## src/rtl/prio_rr_arbiter_if.sv

```systemverilog
// ---------------------------------------------------------------------------
// prio_rr_arbiter_if
//
// Bundle of the request side (N_CH valid/data/priority requesters with a
// one-hot accept) and the single downstream valid/ready beat channel of the
// priority round-robin arbiter.
//
//   valid_i  [N_CH]            per-channel request valid
//   data_i   [N_CH*DATA_W]     channel k data at [k*DATA_W +: DATA_W]
//   prio_i   [N_CH*PRIO_W]     channel k priority at [k*PRIO_W +: PRIO_W]
//   ready_i  [N_CH]            per-channel accept, one-hot or zero
//   valid_o                    output beat valid
//   data_o   [DATA_W]          output beat data
//   src_o    [log2(N_CH)]      channel that sourced the output beat
//   ready_o                    downstream accept
//
// Modports: slave = the arbiter, master = requesters plus downstream sink.
// ---------------------------------------------------------------------------
interface prio_rr_arbiter_if #(
  parameter int N_CH   = 8,
  parameter int DATA_W = 32,
  parameter int PRIO_W = 3
);
  localparam int IDX_W = $clog2(N_CH);

  logic [N_CH-1:0]        valid_i;
  logic [N_CH*DATA_W-1:0] data_i;
  logic [N_CH*PRIO_W-1:0] prio_i;
  logic [N_CH-1:0]        ready_i;
  logic                   valid_o;
  logic [DATA_W-1:0]      data_o;
  logic [IDX_W-1:0]       src_o;
  logic                   ready_o;

  modport slave (
    input  valid_i, data_i, prio_i, ready_o,
    output ready_i, valid_o, data_o, src_o
  );

  modport master (
    output valid_i, data_i, prio_i, ready_o,
    input  ready_i, valid_o, data_o, src_o
  );
endinterface

```

## src/rtl/prio_rr_arbiter.sv

```systemverilog
// ---------------------------------------------------------------------------
// prio_rr_arbiter
//
// N_CH-channel priority arbiter with a registered output stage. The highest
// effective priority among valid requesters wins; ties are broken by a
// round-robin search upward from rr_ptr. The winner's beat is captured into
// the output register whenever that register is empty or being popped.
//
// Ports:
//   clk    rising-edge clock
//   reset  synchronous, active-high reset
//   bus    prio_rr_arbiter_if.slave (requesters + downstream channel)
//
// Optional feature (macro PRIO_RR_ARB_AGING_EN): per-channel wait counters
// saturating at AGE_MAX; a channel that has waited AGE_MAX cycles is promoted
// to the all-ones priority so low-priority traffic cannot starve.
// ---------------------------------------------------------------------------
module prio_rr_arbiter #(
  parameter int N_CH    = 8,
  parameter int DATA_W  = 32,
  parameter int PRIO_W  = 3,
  parameter int AGE_MAX = 15
) (
  input  logic                  clk,
  input  logic                  reset,
  prio_rr_arbiter_if.slave      bus
);

  localparam int IDX_W = $clog2(N_CH);

  // Reject configurations the round-robin wrap and age counter rely on.
  if (N_CH < 2 || (N_CH & (N_CH - 1)) != 0 || AGE_MAX < 1) begin : g_bad_cfg
    $error("prio_rr_arbiter: N_CH must be a power of 2 >= 2 and AGE_MAX >= 1");
  end

  logic [PRIO_W-1:0] eff_prio [N_CH];
  logic [PRIO_W-1:0] max_prio;
  logic [IDX_W-1:0]  rr_ptr;
  logic [IDX_W-1:0]  win;
  logic [IDX_W-1:0]  cand;
  logic              found;
  logic              out_free;
  logic              xfer;

  // -------------------------------------------------------------------------
  // Effective priority
  // -------------------------------------------------------------------------
`ifdef PRIO_RR_ARB_AGING_EN
  localparam int AGE_W = $clog2(AGE_MAX + 1);

  logic [AGE_W-1:0] age [N_CH];

  // NOTE: the age counters are state the arbitration depends on, so every
  // entry is explicitly reset; unlike a data RAM they must start at zero.
  always_ff @(posedge clk) begin
    if (reset) begin
      for (int k = 0; k < N_CH; k++) age[k] <= '0;
    end else begin
      for (int k = 0; k < N_CH; k++) begin
        if (!bus.valid_i[k] || (xfer && win == IDX_W'(k)))
          age[k] <= '0;
        else if (age[k] != AGE_W'(AGE_MAX))
          age[k] <= age[k] + 1'b1;
      end
    end
  end

  always_comb begin
    for (int k = 0; k < N_CH; k++) begin
      eff_prio[k] = (age[k] == AGE_W'(AGE_MAX)) ? '1
                                                : bus.prio_i[k*PRIO_W +: PRIO_W];
    end
  end
`else
  always_comb begin
    for (int k = 0; k < N_CH; k++) eff_prio[k] = bus.prio_i[k*PRIO_W +: PRIO_W];
  end
`endif

  // -------------------------------------------------------------------------
  // Winner selection: max priority first, then round-robin from rr_ptr
  // -------------------------------------------------------------------------
  always_comb begin
    max_prio = '0;
    for (int k = 0; k < N_CH; k++) begin
      if (bus.valid_i[k] && eff_prio[k] > max_prio) max_prio = eff_prio[k];
    end
  end

  // NOTE: every variable written here gets a default before the loop, so no
  // path leaves it unassigned and no latch is inferred.
  always_comb begin
    found = 1'b0;
    win   = '0;
    cand  = '0;
    for (int k = 0; k < N_CH; k++) begin
      // N_CH is a power of two, so the IDX_W-bit add wraps N_CH-1 -> 0.
      cand = rr_ptr + IDX_W'(k);
      if (!found && bus.valid_i[cand] && eff_prio[cand] == max_prio) begin
        found = 1'b1;
        win   = cand;
      end
    end
  end

  // Slot is free when empty or being popped in this same cycle.
  assign out_free    = ~bus.valid_o | bus.ready_o;
  assign xfer        = found & out_free & ~reset;
  assign bus.ready_i = xfer ? ({{(N_CH-1){1'b0}}, 1'b1} << win) : '0;

  // -------------------------------------------------------------------------
  // Output register and round-robin pointer
  // -------------------------------------------------------------------------
  // NOTE: sequential state uses non-blocking assignments so every register
  // samples pre-edge values regardless of statement order.
  always_ff @(posedge clk) begin
    if (reset) begin
      bus.valid_o <= 1'b0;
      bus.data_o  <= '0;
      bus.src_o   <= '0;
      rr_ptr      <= '0;
    end else if (xfer) begin
      // Covers the simultaneous pop + push case: overwrite, valid stays 1.
      bus.valid_o <= 1'b1;
      bus.data_o  <= bus.data_i[win*DATA_W +: DATA_W];
      bus.src_o   <= win;
      rr_ptr      <= win + 1'b1;
    end else if (bus.ready_o) begin
      bus.valid_o <= 1'b0;
    end
  end

endmodule

```

## src/flat_wrapper.sv

```systemverilog
// flat-port wrapper written by rule: the top's interface ports become plain ports
module prio_rr_arbiter_flat 
#(
  parameter int N_CH    = 8,
  parameter int DATA_W  = 32,
  parameter int PRIO_W  = 3,
  parameter int AGE_MAX = 15
)
  (clk, reset, bus_valid_i, bus_data_i, bus_prio_i, bus_ready_o, bus_ready_i, bus_valid_o, bus_data_o, bus_src_o);
  prio_rr_arbiter_if #(.N_CH(N_CH), .DATA_W(DATA_W), .PRIO_W(PRIO_W)) bus_i ();
  input  logic clk;
  input  logic reset;
  input wire logic [$bits(bus_i.valid_i)-1:0] bus_valid_i;
  input wire logic [$bits(bus_i.data_i)-1:0] bus_data_i;
  input wire logic [$bits(bus_i.prio_i)-1:0] bus_prio_i;
  input wire logic [$bits(bus_i.ready_o)-1:0] bus_ready_o;
  output wire logic [$bits(bus_i.ready_i)-1:0] bus_ready_i;
  output wire logic [$bits(bus_i.valid_o)-1:0] bus_valid_o;
  output wire logic [$bits(bus_i.data_o)-1:0] bus_data_o;
  output wire logic [$bits(bus_i.src_o)-1:0] bus_src_o;
  assign bus_i.valid_i = bus_valid_i;
  assign bus_i.data_i = bus_data_i;
  assign bus_i.prio_i = bus_prio_i;
  assign bus_i.ready_o = bus_ready_o;
  assign bus_ready_i = bus_i.ready_i;
  assign bus_valid_o = bus_i.valid_o;
  assign bus_data_o = bus_i.data_o;
  assign bus_src_o = bus_i.src_o;
  prio_rr_arbiter #(.N_CH(N_CH), .DATA_W(DATA_W), .PRIO_W(PRIO_W), .AGE_MAX(AGE_MAX)) u_core (.clk(clk), .reset(reset), .bus(bus_i));
endmodule
```

## config.mk

```make
export PLATFORM = sky130hd
export DESIGN_NAME = prio_rr_arbiter_flat
export DESIGN_NICKNAME = d
export VERILOG_FILES = /design/src/rtl/prio_rr_arbiter_if.sv /design/src/rtl/prio_rr_arbiter.sv /design/src/flat_wrapper.sv
export SDC_FILE = /design/constraint.sdc
export NUM_CORES = 1
export LEC_CHECK = 0
export ABC_AREA = 1
export BUFFER_PORTS_ARGS = -buffer_cell sky130_fd_sc_hd__buf_2
export CAP_MARGIN = 20
export CORE_MARGIN = 2
export CORE_UTILIZATION = 45
export CTS_CLUSTER_DIAMETER = 50
export DETAILED_ROUTE_END_ITERATION = 12
export GPL_TIMING_DRIVEN = 1
export PLACE_DENSITY = 0.87
export REMOVE_ABC_BUFFERS = 1
export SLEW_MARGIN = 20
export SYNTH_ARGS = -nofsm -noshare
export SYNTH_HDL_FRONTEND = slang
export SYNTH_SLANG_ARGS = --single-unit
```

## constraint.sdc

```tcl
create_clock -name clk -period 40.6 [get_ports clk]
set_clock_uncertainty 0.2 [all_clocks]
set_input_delay 8.12 -clock clk [delete_from_list [all_inputs] [get_ports clk]]
set_output_delay 8.12 -clock clk [all_outputs]
set_load 0.03 [all_outputs]
```

# == After elaboration in Yosys (flattened, before gate mapping) ==
# Cells that the tools add are included.
# classes
n_addsub,8
magnitude_cmp,24
eq_ne,8
shift,2
mux,67
bitwise,13
reduce_logical,31
# op_table
cell,count
256-bit by 9-bit indexed part select with 32-bit output,1
3-bit two-way mux,32
3-bit binary-select mux with 3-bit select,8
"4-bit greater-or-equal comparator, second input constant",8
"3-bit by 4-bit < comparator with 1-bit output, second input constant",8
3-bit NOT with 4-bit output,8
1-bit binary-select mux with 3-bit select,8
3-bit equality test,8
1-bit logical AND,23
3-bit greater-than comparator,7
1-bit two-way mux,18
"3-bit adder, second input constant",4
8-bit two-way mux,1
"1-bit by 3-bit left shift with 8-bit output, first input constant",1
1-bit zero test,7
"3-bit by 1-bit adder with 3-bit output, second input constant",2
"3-bit by 2-bit adder with 3-bit output, second input constant",2
"3-bit by 1-bit greater-than comparator with 1-bit output, second input constant",1
1-bit bitwise AND,2
1-bit NOT,2
2-bit nonzero test,1
1-bit bitwise OR,1
# word_totals
reg_bits,39
inputBits,291
output_inout_bits,44
word_cells,157

# == Longest topological paths before layout ==
# depth
ltp_word,58
ltp_mapped,82
mapped_depth_nobuf,80

# == Least setup slack after synthesis ==
# OpenSTA, ideal clock, no wires.
# synth_path
path_type,input to output
start,input bus_prio_i[1]
end,output bus_ready_i[3]
t_arrival_ps,17173
required_ps,32280
slack_ps,15107
path_stages,72
path_buffers,2
path_cell_list,inv_1 -> nand3_1 -> nand2_1 -> nor2_1 -> inv_1 -> ha_1 -> nand3_1 -> nand2_1 -> inv_2 -> nand2_4 -> o21ai_0 -> ha_1 -> o21ai_0 -> nand3_2 -> nand3_2 -> nand2_2 -> o21ai_0 -> ha_1 -> [36 not listed] -> nand2_1 -> o211ai_1 -> nor2_1 -> nand3_1 -> nor2_4 -> inv_2 -> nand2_1 -> o21ai_0 -> nand2_1 -> clkinv_1 -> nand3_2 -> nand2_2 -> buf_6 -> buf_2 -> nor2_1 -> ha_1 -> inv_1 -> nor2_1
# synth_between
elab_chain_len,58
word_cells_on_any_way,98
classes_between,order compare: 8; eq/ne: 8; shift: 1; mux: 49; bitwise: 2; reduce/logical: 30
# synth_lines
element,line,text
from (decl),flat_wrapper.sv:15,input wire logic [$bits(bus_i.prio_i)-1:0] bus_prio_i;
3-bit by 1-bit greater-than comparator with 1-bit output,prio_rr_arbiter.sv:86,if (bus.valid_i[k] && eff_prio[k] > max_prio) max_prio = eff_prio[k];
1-bit logical AND,prio_rr_arbiter.sv:86,
3-bit two-way mux,prio_rr_arbiter.sv:86,
3-bit greater-than comparator,prio_rr_arbiter.sv:86,
1-bit logical AND,prio_rr_arbiter.sv:86,
3-bit two-way mux,prio_rr_arbiter.sv:86,
3-bit greater-than comparator,prio_rr_arbiter.sv:86,
1-bit logical AND,prio_rr_arbiter.sv:86,
[39 not listed],n/a,
1-bit zero test,prio_rr_arbiter.sv:99,if (!found && bus.valid_i[cand] && eff_prio[cand] == max_prio) begin
1-bit logical AND (2 in a row),prio_rr_arbiter.sv:99,
1-bit two-way mux,prio_rr_arbiter.sv:99,
1-bit zero test,prio_rr_arbiter.sv:99,
1-bit logical AND (2 in a row),prio_rr_arbiter.sv:99,
1-bit two-way mux,prio_rr_arbiter.sv:99,
1-bit bitwise AND (2 in a row),prio_rr_arbiter.sv:108,assign xfer = found & out_free & ~reset;
8-bit two-way mux *,prio_rr_arbiter.sv:109,"assign bus.ready_i = xfer ? ({{(N_CH-1){1'b0}}, 1'b1} << win) : '0;"
to (decl),flat_wrapper.sv:17,output wire logic [$bits(bus_i.ready_i)-1:0] bus_ready_i;
# Every way passes the cells marked *; elsewhere a longest branch is shown, timed or not. The select of a mux whose other input is x is not followed.

# == Worst setup path after layout ==
# layout_path
start,input bus_prio_i[1]
end,output bus_ready_i[6]
# The elaborated chain is that of the path after synthesis.

==> impl_metrics.json <==
{
  "first_global_vias": 8356,
  "grt_max_degree": 127,
  "synthesis.area_um2": 7270,
  "synthFlopType": "dfxtp_1",
  "max-clock-path-buffers": 2,
  "postCtsSetupBuffers": 0,
  "synth_top_family_by_area": "simple AND/OR/NAND/NOR gates",
  "hpwl_um": 21100,
  "drtIter0Drc": 770,
  "pre_cts_ws_ns": 12.56,
  "start_kind": "input port",
  "path_clk_slew_ns": 0.06,
  "synthMuxAreaShare_pct": 4.58,
  "setup_tns_ns": 0,
  "drc": 0,
  "dieArea_um2": 17200,
  "synth_compound_area_share_pct": 6.99,
  "hold_class": "register to register",
  "hold_buffers": 0,
  "totalWireLength_um": 26700,
  "htree_levels": 2,
  "cp.required_ns": 32.28,
  "ctsResizeCount": 0,
  "antenna_left": 0,
  "yosys.area_share.simple_pct": 59.8,
  "crit_fanout": 126,
  "cts_buffers": 5,
  "critPathSlowestCell": "buf_6",
  "grtUsageMet3_pct": 8.20,
  "grt_use_met1_pct": 38.7,
  "cap_violations": 0,
  "critPathMostFrequentCell": "nand2_1",
  "ys_warn_count": 0,
  "use_met2_pct": 46.8,
  "die_h_um": 131,
  "cts_tree": "built",
  "grt_busiest_layer": "met2",
  "setup_viol": 0,
  "vias": 9757,
  "io_buffers": 334,
  "slew_headroom_pct": 29.3,
  "timing.final.max_slew_violations": 0,
  "post_drt_wl_per_cell_um": 14.1,
  "max_stage_delay_ns": 0.63,
  "drive_gt1_share_pct": 24.9,
  "areaGrowthSynthToFinish_pct": 23.5,
  "min_period_ns": 28.03,
  "status": "finished, final reports clean",
  "syn_area_per_cell_um2": 5.15,
  "via_per_inst": 5.15,
  "rsz0062_at_grt": "no",
  "critPathArrivalTime_ns": 19.71,
  "grt_overflow": 0,
  "finalHoldViolations": 0,
  "start_util_pct": 45.9,
  "fmax_ghz": 0.0357,
  "grt_pass1_wl_um": 40500,
  "cp_top_family": "simple AND/OR/NAND/NOR gates",
  "synth_edf_count": 0,
  "worst_slew_pin_slew_ns": 1.06,
  "synth-seq-cells": 39,
  "cp.buffers_inverters": 14,
  "clock-sinks": 39,
  "postSynth.asyncResetShare_pct": 0,
  "clock-root-buffer": "clkbuf_16",
  "syn-instance-count": 1411,
  "end_kind": "output pin",
  "synthAdderAreaFrac_pct": 2.93,
  "ys_seq_area_share_pct": 10.7,
  "ioPinCount": 335,
  "fin_crit_sh_pct": 69.0,
  "gp_congestion": 0.971,
  "grt_use_total_pct": 29.4,
  "crit_type": "input port to output pin",
  "synth.distinct_cells": 44,
  "synth_xor_area_share_pct": 1.69,
  "coreArea_um2": 15800,
  "drt_pass1_iterations": 6,
  "timing.final.ws_setup_ns": 12.57,
  "clock_latency_ns": 0.28,
  "antenna_found_initial": 2,
  "die_x_um": 131,
  "rows": 46,
  "fin_nets": 1985
}
==> cell usage in the layout (no fill, tap or decap), types with 8 or more instances in the layout <==
cell and n:
ha_1 17, nand3_2 8, dfxtp_1 39, a21oi_1 12
mux2i_1 31, nor2_1 39, o21ai_0 69, inv_1 104
xor2_1 10, nand2_2 24, nand3_1 197, nand2_1 715
buf_2 334
==> metal layers <==
layer	vias up	wire (µm)
li1	4953	-
met1	4292	11000
met2	453	12200
met3	57	2770
met4	2	727
met5	-	12
==> sequential cells by signal, summed over array words and instances, names as in the netlist <==
signal              cells
u_core.bus.valid_o      1
u_core.bus.src_o        3
u_core.bus.data_o      32
u_core.rr_ptr           3
==> final timing paths <==
path,slack [ns],cells after the start,from,end
worst max-delay path,12.57,72,bus_prio_i[1],bus_ready_i[6]
worst min-delay path,0.29,2,u_core.bus.src_o[0]$_SDFFE_PP0P_,u_core.bus.src_o[0]$_SDFFE_PP0P_
worst max register to register,33.51,25,u_core.rr_ptr[1]$_SDFFE_PP0P_,u_core.bus.data_o[18]$_SDFFE_PP0P_
worst min register to register,0.29,2,u_core.bus.src_o[0]$_SDFFE_PP0P_,u_core.bus.src_o[0]$_SDFFE_PP0P_
==> worst reg2reg max path, cell delays in order, from the launching register on <==
cell and delay [ns]:
dfxtp_1 0.81, clkinv_1 0.73, ha_1 0.91, inv_1 0.40, nand2_1 0.16, o21ai_0 0.11, o21ai_0 0.29, nor2_1 0.09
nor2_1 0.11, nand3_1 0.14, nor2_4 0.18, nand2_1 0.13, o21ai_0 0.11, nand2_1 0.09, clkinv_1 0.08, nand3_4 0.60
nand2_4 0.39, buf_6 0.63, nand2_1 0.37, nand2_1 0.13, nand2_1 0.05, nand2_1 0.08, nand2_1 0.05, nand3_1 0.09
nand2_1 0.05, inv_1 0.05
==> final cells by class <==
type | instances | area [µm²]
fill | 1645 | 6850
sequential | 39 | 781
multi-input combinational | 1172 | 5550
antenna | 1 | 2.50
timing repair buffer | 342 | 1740
inverter | 117 | 439
clock buffer | 6 | 129
clock inverter | 2 | 60.1
tap | 216 | 270
==> cells by family after synthesis <==
logic type | count (synthesis)
simple gates | 1014
fa+ha+maj | 17
compound gates | 94
buf+inv | 200
xor+xnor | 14
flops | 39
mux | 33
==> cell usage after synthesis, types with 2 or more instances <==
library cell / n / area (µm²)
nor2_2: 3 / 18.8
buf_1: 2 / 7.51
mux2i_1: 31 / 310
xor2_1: 10 / 87.6
o21ai_1: 2 / 10.0
nand3_2: 10 / 100
nand2_1: 715 / 2680
and2_0: 3 / 18.8
clkinv_1: 6 / 22.5
buf_6: 9 / 101
a21oi_1: 12 / 60.1
buf_4: 27 / 203
nor2_1: 39 / 146
inv_2: 7 / 26.3
clkbuf_1: 11 / 41.3
or2_2: 2 / 12.5
nand2_4: 3 / 33.8
nand3_1: 197 / 986
o21ai_0: 69 / 345
o211ai_1: 4 / 30.0
inv_1: 104 / 390
nor2_4: 6 / 67.6
dfxtp_1: 39 / 781
o22ai_1: 3 / 18.8
buf_2: 34 / 170
ha_1: 17 / 213
nand2_2: 25 / 156
xnor2_1: 4 / 35.0
mux2_2: 2 / 22.5
==> metrics by stage <==
step | instances | hold slack, ns | utilization, % | instance area [µm²]
6_report | 1895 | 0.290 | 56.7 | 8970
5_1_grt | 1895 | 0.307 | 56.7 | 8970
4_1_cts | 1894 | 0.282 | 56.6 | 8960
3_5_place_dp | 1886 | 0.273 | 55.4 | 8770
3_3_place_gp | 1886 | 0.259 | 55.4 | 8770
2_1_floorplan | 1328 | 0.391 | - | 6750
Power is not shown: default switching activity piles up to over one toggle a cycle in this logic, so the estimate is an artifact.
